[src/rtl/voting_pkg.sv]
// Shared definitions for the N-candidate ballot controller.
//   state_t : FSM state encoding (also driven out on state_o)
//   idx_w   : candidate index width for a given candidate count
//   tot_w   : width of the vote total (wide enough for NUM_CAND saturated counters)
package voting_pkg;

  typedef enum logic [2:0] {
    ST_LOCKED = 3'd0,
    ST_ARMED  = 3'd1,
    ST_REARM  = 3'd2,
    ST_TALLY  = 3'd3,
    ST_RESULT = 3'd4
  } state_t;

  function automatic int idx_w(input int num_cand);
    return (num_cand < 2) ? 1 : $clog2(num_cand);
  endfunction

  function automatic int tot_w(input int num_cand, input int cnt_w);
    return cnt_w + idx_w(num_cand);
  endfunction

endpackage

[src/rtl/vote_tally_scan.sv]
// Sequential max / tie / total scanner.
// A start pulse (on the edge that enters the tally phase) clears the accumulators;
// afterwards one candidate is examined per cycle, skipping ineligible ones.
//   clk, rst  : clock, synchronous active-high reset
//   start     : 1-cycle pulse, restarts the scan at candidate 0
//   counts    : flat per-candidate counters, candidate i at [i*CNT_W +: CNT_W]
//   eligible  : candidates taking part in the scan
//   done      : high during the cycle that examines the last candidate
//   max_idx   : first index holding the maximum (includes the current candidate)
//   max_cnt   : maximum count, stable once the scan has finished
//   tie       : two or more eligible candidates share the maximum
//   total     : sum of eligible counters (includes the current candidate)
module vote_tally_scan
  import voting_pkg::*;
#(
  parameter int NUM_CAND = 4,
  parameter int CNT_W    = 7,
  parameter int IDX_W    = 2,
  parameter int TOT_W    = 9
) (
  input  logic                      clk,
  input  logic                      rst,
  input  logic                      start,
  input  logic [NUM_CAND*CNT_W-1:0] counts,
  input  logic [NUM_CAND-1:0]       eligible,
  output logic                      done,
  output logic [IDX_W-1:0]          max_idx,
  output logic [CNT_W-1:0]          max_cnt,
  output logic                      tie,
  output logic [TOT_W-1:0]          total
);

  logic             busy_q, busy_d;
  logic [IDX_W-1:0] idx_q, idx_d;
  logic             seen_q, seen_d;
  logic             dup_q, dup_d;
  logic [IDX_W-1:0] best_q, best_d;
  logic [CNT_W-1:0] max_q, max_d;
  logic [TOT_W-1:0] sum_q, sum_d;

  logic [CNT_W-1:0] cur_cnt;
  logic             cur_elig;
  logic             last;
  logic             upd_seen, upd_dup;
  logic [IDX_W-1:0] upd_best;
  logic [CNT_W-1:0] upd_max;
  logic [TOT_W-1:0] upd_sum;

  always_comb begin
    cur_cnt  = '0;
    cur_elig = 1'b0;
    for (int i = 0; i < NUM_CAND; i++) begin
      if (idx_q == IDX_W'(i)) begin
        cur_cnt  = counts[i*CNT_W +: CNT_W];
        cur_elig = eligible[i];
      end
    end
  end

  assign last = (idx_q == IDX_W'(NUM_CAND - 1));

  // Accumulators with the current candidate folded in. Kept separate from the
  // start handling so the outputs depend on registered state only.
  always_comb begin
    upd_seen = seen_q;
    upd_dup  = dup_q;
    upd_best = best_q;
    upd_max  = max_q;
    upd_sum  = sum_q;
    if (cur_elig) begin
      upd_sum = sum_q + TOT_W'(cur_cnt);
      // Strictly greater replaces the leader, so the first maximum wins ties.
      if (!seen_q || (cur_cnt > max_q)) begin
        upd_seen = 1'b1;
        upd_max  = cur_cnt;
        upd_best = idx_q;
        upd_dup  = 1'b0;
      end else if (cur_cnt == max_q) begin
        upd_dup = 1'b1;
      end
    end
  end

  always_comb begin
    busy_d = busy_q;
    idx_d  = idx_q;
    seen_d = seen_q;
    dup_d  = dup_q;
    best_d = best_q;
    max_d  = max_q;
    sum_d  = sum_q;
    if (start) begin
      busy_d = 1'b1;
      idx_d  = '0;
      seen_d = 1'b0;
      dup_d  = 1'b0;
      best_d = '0;
      max_d  = '0;
      sum_d  = '0;
    end else if (busy_q) begin
      seen_d = upd_seen;
      dup_d  = upd_dup;
      best_d = upd_best;
      max_d  = upd_max;
      sum_d  = upd_sum;
      if (last) begin
        busy_d = 1'b0;
      end else begin
        idx_d = idx_q + IDX_W'(1);
      end
    end
  end

  always_ff @(posedge clk) begin
    if (rst) begin
      busy_q <= 1'b0;
      idx_q  <= '0;
      seen_q <= 1'b0;
      dup_q  <= 1'b0;
      best_q <= '0;
      max_q  <= '0;
      sum_q  <= '0;
    end else begin
      busy_q <= busy_d;
      idx_q  <= idx_d;
      seen_q <= seen_d;
      dup_q  <= dup_d;
      best_q <= best_d;
      max_q  <= max_d;
      sum_q  <= sum_d;
    end
  end

  assign done    = busy_q && last;
  assign max_idx = upd_best;
  assign max_cnt = max_q;
  assign tie     = upd_dup;
  assign total   = upd_sum;

endmodule

[src/rtl/voting_machine_n.sv]
// N-candidate ballot controller: key-armed single ballots, saturating counters,
// sequential tally with winner/tie detection and optional runoff among tied candidates.
//   clk, rst   : clock, synchronous active-high reset
//   key_val    : key input; KEY_CODE arms one ballot
//   vote_req   : ballot strobe, vote_sel = candidate index
//   vote_done  : close the poll and start the tally
//   vote_ack   : 1-cycle pulse, ballot counted
//   vote_nack  : 1-cycle pulse, ballot rejected
//   counts     : flat counters, candidate i at [i*CNT_W +: CNT_W]
//   total      : sum of eligible counts (RESULT)
//   win_idx    : winner, or first maximum on a tie
//   win_valid  : unique winner (RESULT)
//   tie        : shared maximum (RESULT)
//   eligible   : candidates currently accepting votes
//   sat        : sticky, some counter saturated
//   state_o    : FSM state encoding
module voting_machine_n
  import voting_pkg::*;
#(
  parameter int               NUM_CAND  = 4,
  parameter int               CNT_W     = 7,
  parameter int               KEY_W     = 4,
  parameter logic [KEY_W-1:0] KEY_CODE  = {KEY_W{1'b1}},
  parameter bit               RUNOFF_EN = 1'b1,
  localparam int              IDX_W     = idx_w(NUM_CAND),
  localparam int              TOT_W     = tot_w(NUM_CAND, CNT_W)
) (
  input  logic                      clk,
  input  logic                      rst,
  input  logic [KEY_W-1:0]          key_val,
  input  logic                      vote_req,
  input  logic [IDX_W-1:0]          vote_sel,
  input  logic                      vote_done,
  output logic                      vote_ack,
  output logic                      vote_nack,
  output logic [NUM_CAND*CNT_W-1:0] counts,
  output logic [TOT_W-1:0]          total,
  output logic [IDX_W-1:0]          win_idx,
  output logic                      win_valid,
  output logic                      tie,
  output logic [NUM_CAND-1:0]       eligible,
  output logic                      sat,
  output logic [2:0]                state_o
);

  localparam logic [CNT_W-1:0] CNT_MAX = '1;

  state_t              state_q, state_d;
  logic [CNT_W-1:0]    cnt_q [NUM_CAND];
  logic [CNT_W-1:0]    cnt_d [NUM_CAND];
  logic [NUM_CAND-1:0] elig_q, elig_d;
  logic                ack_q, ack_d, nack_q, nack_d;
  logic                sat_q, sat_d;
  logic                win_valid_q, win_valid_d, tie_q, tie_d;
  logic [IDX_W-1:0]    win_idx_q, win_idx_d;
  logic [TOT_W-1:0]    total_q, total_d;

  logic [NUM_CAND*CNT_W-1:0] counts_flat;
  logic [NUM_CAND-1:0]       tied_mask;
  logic                      sel_ok;
  logic                      scan_start, scan_done, scan_tie;
  logic [IDX_W-1:0]          scan_max_idx;
  logic [CNT_W-1:0]          scan_max_cnt;
  logic [TOT_W-1:0]          scan_total;

  // After a scan the scanner holds the maximum, so the tied set is every
  // eligible candidate sitting at that value.
  for (genvar gi = 0; gi < NUM_CAND; gi++) begin : g_cand
    assign counts_flat[gi*CNT_W +: CNT_W] = cnt_q[gi];
    assign tied_mask[gi] = elig_q[gi] && (cnt_q[gi] == scan_max_cnt);
  end

  // Indices past NUM_CAND match no candidate and are rejected.
  always_comb begin
    sel_ok = 1'b0;
    for (int i = 0; i < NUM_CAND; i++) begin
      if (vote_sel == IDX_W'(i)) sel_ok = elig_q[i];
    end
  end

  always_comb begin
    state_d     = state_q;
    cnt_d       = cnt_q;
    elig_d      = elig_q;
    ack_d       = 1'b0;
    nack_d      = 1'b0;
    sat_d       = sat_q;
    win_valid_d = win_valid_q;
    tie_d       = tie_q;
    win_idx_d   = win_idx_q;
    total_d     = total_q;
    unique case (state_q)
      ST_LOCKED: begin
        nack_d = vote_req;
        if (vote_done) state_d = ST_TALLY;
        else if (key_val == KEY_CODE) state_d = ST_ARMED;
      end
      ST_ARMED: begin
        if (vote_req) begin
          if (sel_ok) begin
            ack_d   = 1'b1;
            state_d = ST_REARM;
            for (int i = 0; i < NUM_CAND; i++) begin
              if (vote_sel == IDX_W'(i)) begin
                if (cnt_q[i] == CNT_MAX) sat_d = 1'b1;
                else cnt_d[i] = cnt_q[i] + CNT_W'(1);
              end
            end
          end else begin
            nack_d = 1'b1;
          end
        end
        // The ballot above is still counted when the poll closes this cycle.
        if (vote_done) state_d = ST_TALLY;
      end
      ST_REARM: begin
        nack_d = vote_req;
        if (vote_done) state_d = ST_TALLY;
        else if (key_val != KEY_CODE) state_d = ST_LOCKED;
      end
      ST_TALLY: begin
        nack_d = vote_req;
        if (scan_done) begin
          state_d     = ST_RESULT;
          win_idx_d   = scan_max_idx;
          tie_d       = scan_tie;
          win_valid_d = !scan_tie;
          total_d     = scan_total;
        end
      end
      ST_RESULT: begin
        nack_d = vote_req;
        if (RUNOFF_EN && tie_q) begin
          elig_d      = tied_mask;
          cnt_d       = '{default: '0};
          total_d     = '0;
          tie_d       = 1'b0;
          win_valid_d = 1'b0;
          win_idx_d   = '0;
          state_d     = ST_LOCKED;
        end
      end
      default: state_d = ST_LOCKED;
    endcase
  end

  assign scan_start = (state_d == ST_TALLY) && (state_q != ST_TALLY);

  vote_tally_scan #(
    .NUM_CAND (NUM_CAND),
    .CNT_W    (CNT_W),
    .IDX_W    (IDX_W),
    .TOT_W    (TOT_W)
  ) u_scan (
    .clk      (clk),
    .rst      (rst),
    .start    (scan_start),
    .counts   (counts_flat),
    .eligible (elig_q),
    .done     (scan_done),
    .max_idx  (scan_max_idx),
    .max_cnt  (scan_max_cnt),
    .tie      (scan_tie),
    .total    (scan_total)
  );

  always_ff @(posedge clk) begin
    if (rst) begin
      state_q     <= ST_LOCKED;
      cnt_q       <= '{default: '0};
      elig_q      <= '1;
      ack_q       <= 1'b0;
      nack_q      <= 1'b0;
      sat_q       <= 1'b0;
      win_valid_q <= 1'b0;
      tie_q       <= 1'b0;
      win_idx_q   <= '0;
      total_q     <= '0;
    end else begin
      state_q     <= state_d;
      cnt_q       <= cnt_d;
      elig_q      <= elig_d;
      ack_q       <= ack_d;
      nack_q      <= nack_d;
      sat_q       <= sat_d;
      win_valid_q <= win_valid_d;
      tie_q       <= tie_d;
      win_idx_q   <= win_idx_d;
      total_q     <= total_d;
    end
  end

  assign vote_ack  = ack_q;
  assign vote_nack = nack_q;
  assign counts    = counts_flat;
  assign total     = total_q;
  assign win_idx   = win_idx_q;
  assign win_valid = win_valid_q;
  assign tie       = tie_q;
  assign eligible  = elig_q;
  assign sat       = sat_q;
  assign state_o   = state_q;

endmodule

[config.mk]
export PLATFORM = sky130hd
export DESIGN_NAME = voting_machine_n
export DESIGN_NICKNAME = d
export VERILOG_FILES = /design/src/rtl/voting_pkg.sv /design/src/rtl/vote_tally_scan.sv /design/src/rtl/voting_machine_n.sv
export SDC_FILE = /design/constraint.sdc
export NUM_CORES = 1
export LEC_CHECK = 0
export BUFFER_PORTS_ARGS = -buffer_cell sky130_fd_sc_hd__buf_2
export CAP_MARGIN = 20
export CELL_PAD_IN_SITES_DETAIL_PLACEMENT = 1
export CELL_PAD_IN_SITES_GLOBAL_PLACEMENT = 1
export CORE_ASPECT_RATIO = 0.8
export CORE_MARGIN = 10
export CORE_UTILIZATION = 47
export DETAILED_ROUTE_END_ITERATION = 7
export HOLD_SLACK_MARGIN = 0.12
export PLACE_DENSITY = 0.83
export REMOVE_ABC_BUFFERS = 1
export SLEW_MARGIN = 20
export SYNTH_ARGS = -nofsm -noshare
export SYNTH_HDL_FRONTEND = slang
export SYNTH_SLANG_ARGS = --single-unit
export TNS_END_PERCENT = 30
[constraint.sdc]
create_clock -name clk -period 6.1 [get_ports clk]
set_clock_uncertainty 0.1 [all_clocks]
set_input_delay 0.305 -clock clk [delete_from_list [all_inputs] [get_ports clk]]
set_output_delay 0.305 -clock clk [all_outputs]
set_load 0.02 [all_outputs]
==> flow_metrics.tcl <==
set metrics [dict create \
    hpwl_um 10400 \
    place_congestion 0.860 \
    antenna_found_initial 0 \
    cts-root-buf "clkbuf_16" \
    r2r-start "u_scan.idx_q[0]" \
    ys_ff_latch 74 \
    fin_crit_ps 3730 \
    synth_edf_count 0 \
    yosys_warnings 0 \
    placed_cells_incl_taps 688 \
    slew_headroom 0.301 \
    hold_depth 2 \
    vdd_drop_max_uv 170 \
    nets 613 \
    required_ps 6220 \
    regArea_mm2 0.00148 \
    die-area_mm2 0.0141 \
    syn_inst 545 \
    drv_slew 0 \
    reg2regPathDepth 15 \
    r2r_slack_ps 2370 \
    postCtsResizedCells 0 \
    cts_tree "done" \
    synth_area_mm2 0.00456 \
    rr_endpoint "total[8]" \
    cts-buffers-inserted 9 \
    postSynthAreaPerCell_um2 8.37 \
    yosysMostFrequentCell "dfxtp_1" \
    h-tree-depth 3 \
    grt_remaining_overflow 0 \
    final_cells 704 \
    drive_gt1_frac 0.183 \
    finish.utilization 0.541 \
    ant_nets 0 \
    cts.sinks 74 \
    outcome "completed" \
    die_x_um 130 \
    rsz0062_at_grt "no" \
    holdCritPathClass "input port to flip-flop" \
    hold_start "vote_req" \
    fmax_ghz 0.268 \
    syn_to_final_growth_pct 13.5 \
    netlist.area_leader.share 0.325 \
    critPathSlowestCell "dfxtp_1" \
    multi_input_area_mm2 0.00281 \
    grt_max_degree 30 \
    p_total_mw 1.45 \
    wl_per_cell_um 20.0 \
    drv_cap 0 \
    hold_violations 0 \
    grt_first_pass_wirelength_um 22800 \
    synth.area.top_cells "dfxtp_1, ha_1, a21oi_1" \
    synth-async-reset-ratio 0 \
    tightestPinTransition_ps 1050 \
    min_to "vote_nack" \
    die_h_um 108 \
    end_kind "flip-flop" \
    drtIter0Drc 260 \
    fill_cells 1169 \
    clockBufferDepth 2 \
    ys_types 70 \
    yosysTopAreaCell "dfxtp_1" \
    setup_violations 0 \
    numPortBuffers 60 \
    setup_tns_ps 0 \
    slowest_delay_ps 470 \
    vias 4206 \
    grt_pass1_vias 4290 \
    synthFlopType "dfxtp_1" \
    crit_chain "inv_1, ha_1, a21oi_1, o21ai_0, a22oi_1, inv_1, ha_1, inv_1, fa_1, nor2b_1, o31a_1, o31a_1, o211ai_1, nor4_1, or3_1" \
    p_leak_nw 2.15 \
    insertedDiodeCount 0 \
    drc 0 \
    p_per_area_mw_per_mm2 280 \
    insertion_delay_ps 340 \
    post_cts_buffers 0 \
    finalCritPeriodShare 0.611 \
    pin_count 61 \
    cts_hold_buf 0 \
    cp_max_fo 16 \
    critical_path_class "flip-flop to flip-flop" \
    crit_arrival_ps 3850 \
    startpoint_type "flip-flop" \
    core_area_mm2 0.00957 \
    dr.pass1.iters 5 \
    viasPerCell 5.97 \
    initial_utilization 0.477 \
    drt-total-wl_um 14100 \
    synth_common_cells "dfxtp_1, nor2_1, a21oi_1" \
    placementRows 32 \
    globalRouteTotalUtil 0.204 \
    clk_pin_slew_worst_paths_ps 60 \
    path_common_cell "inv_1" \
    ys_seq_area_frac 0.325 \
]
## logic make-up after synthesis
family / share of synthesized area
and+or+nand+nor: 0.212
AOI/OAI and AO/OA: 0.215
DFF: 0.325
buffers and inverters: 0.0598
xor gates and xnor gates: 0.102
adders and majority gates: 0.0647
muxes: 0.0214
## per-stage QoR
step                instance area, um^2  worst slack (ps)  hold WS [ps]
finish                             5180              2370           146
global placement                   4840              2670           331
detailed placement                 4840              2450           337
global route                       5180              2010           156
floorplan                          4370              2960           274
CTS                                5170              2400           148
## routing by layer
metal / vias up / track usage / wire length [um]
li1: 2014 / - / -
met1: 2046 / 0.268 / 6570
met2: 128 / 0.318 / 6350
met3: 18 / 0.0616 / 1010
met4: 0 / 0.0569 / 163
met5: - / 0 / 0
## state kept, by name, summed over array words and instances, names as in the netlist
register and flops:
counts 28, total 9, u_scan.sum_q 9, u_scan.max_cnt 7, eligible 4, state_o 3
u_scan.best_q 2, u_scan.idx_q 2, win_idx 2, sat 1, tie 1, u_scan.busy_q 1
u_scan.dup_q 1, u_scan.seen_q 1, vote_ack 1, vote_nack 1, win_valid 1
## where the power goes
| part | internal (mW) | switching, mW | leakage [nW] |
|---|---|---|---|
| clock | 0.391 | 0.210 | 0.165 |
| combinational | 0.107 | 0.196 | 1.38 |
| sequential | 0.502 | 0.0420 | 0.598 |
| total | 1.00 | 0.448 | 2.15 |
## worst max-delay path, delay by kind of cell, from the launching register on
family / cells / cell delay (ps)
AO/OA/AOI/OAI: 6 / 1390
adder cells (fa/ha/maj): 3 / 860
buffers and inverters: 3 / 290
flip-flops: 1 / 470
AND/OR/NAND/NOR: 3 / 490
## how the worst max path moves through the flow
stage                    start                 to  depth (start not counted)
2_1_floorplan  u_scan.idx_q[0]           total[8]                         15
4_1_cts        u_scan.idx_q[0]           total[8]                         15
6_report       u_scan.idx_q[0]           total[8]                         15
3_5_place_dp   u_scan.idx_q[0]           total[8]                         15
3_3_place_gp   u_scan.idx_q[0]           total[8]                         15
5_1_grt        u_scan.idx_q[0]  u_scan.max_cnt[1]                         13
## cells in the final DEF (no fill, tap or decap), types with 6 or more instances in the layout
cell and count:
nand4_1 20, xnor2_1 28, dfxtp_1 74, nand3_1 12, mux2i_1 6, and3_1 6, ha_1 22, inv_1 21
clkbuf_16 9, o21ai_0 18, buf_2 60, a211oi_1 9, a21oi_1 53, nor3_1 14, xor2_1 25, nor2_1 56
nor3_2 6, nand2_1 38
## cell type report
| type | count | area share |
|---|---|---|
| clock buffers | 12 | 0.0515 |
| clock inverters | 4 | 0.0140 |
| inverters | 21 | 0.0152 |
| multi-input cells | 412 | 0.543 |
| flip-flops and latches | 74 | 0.286 |
| well taps | 119 | 0.0288 |
| repair buffers | 62 | 0.0609 |
No activity file was read; power rests on OpenSTA's default activity.
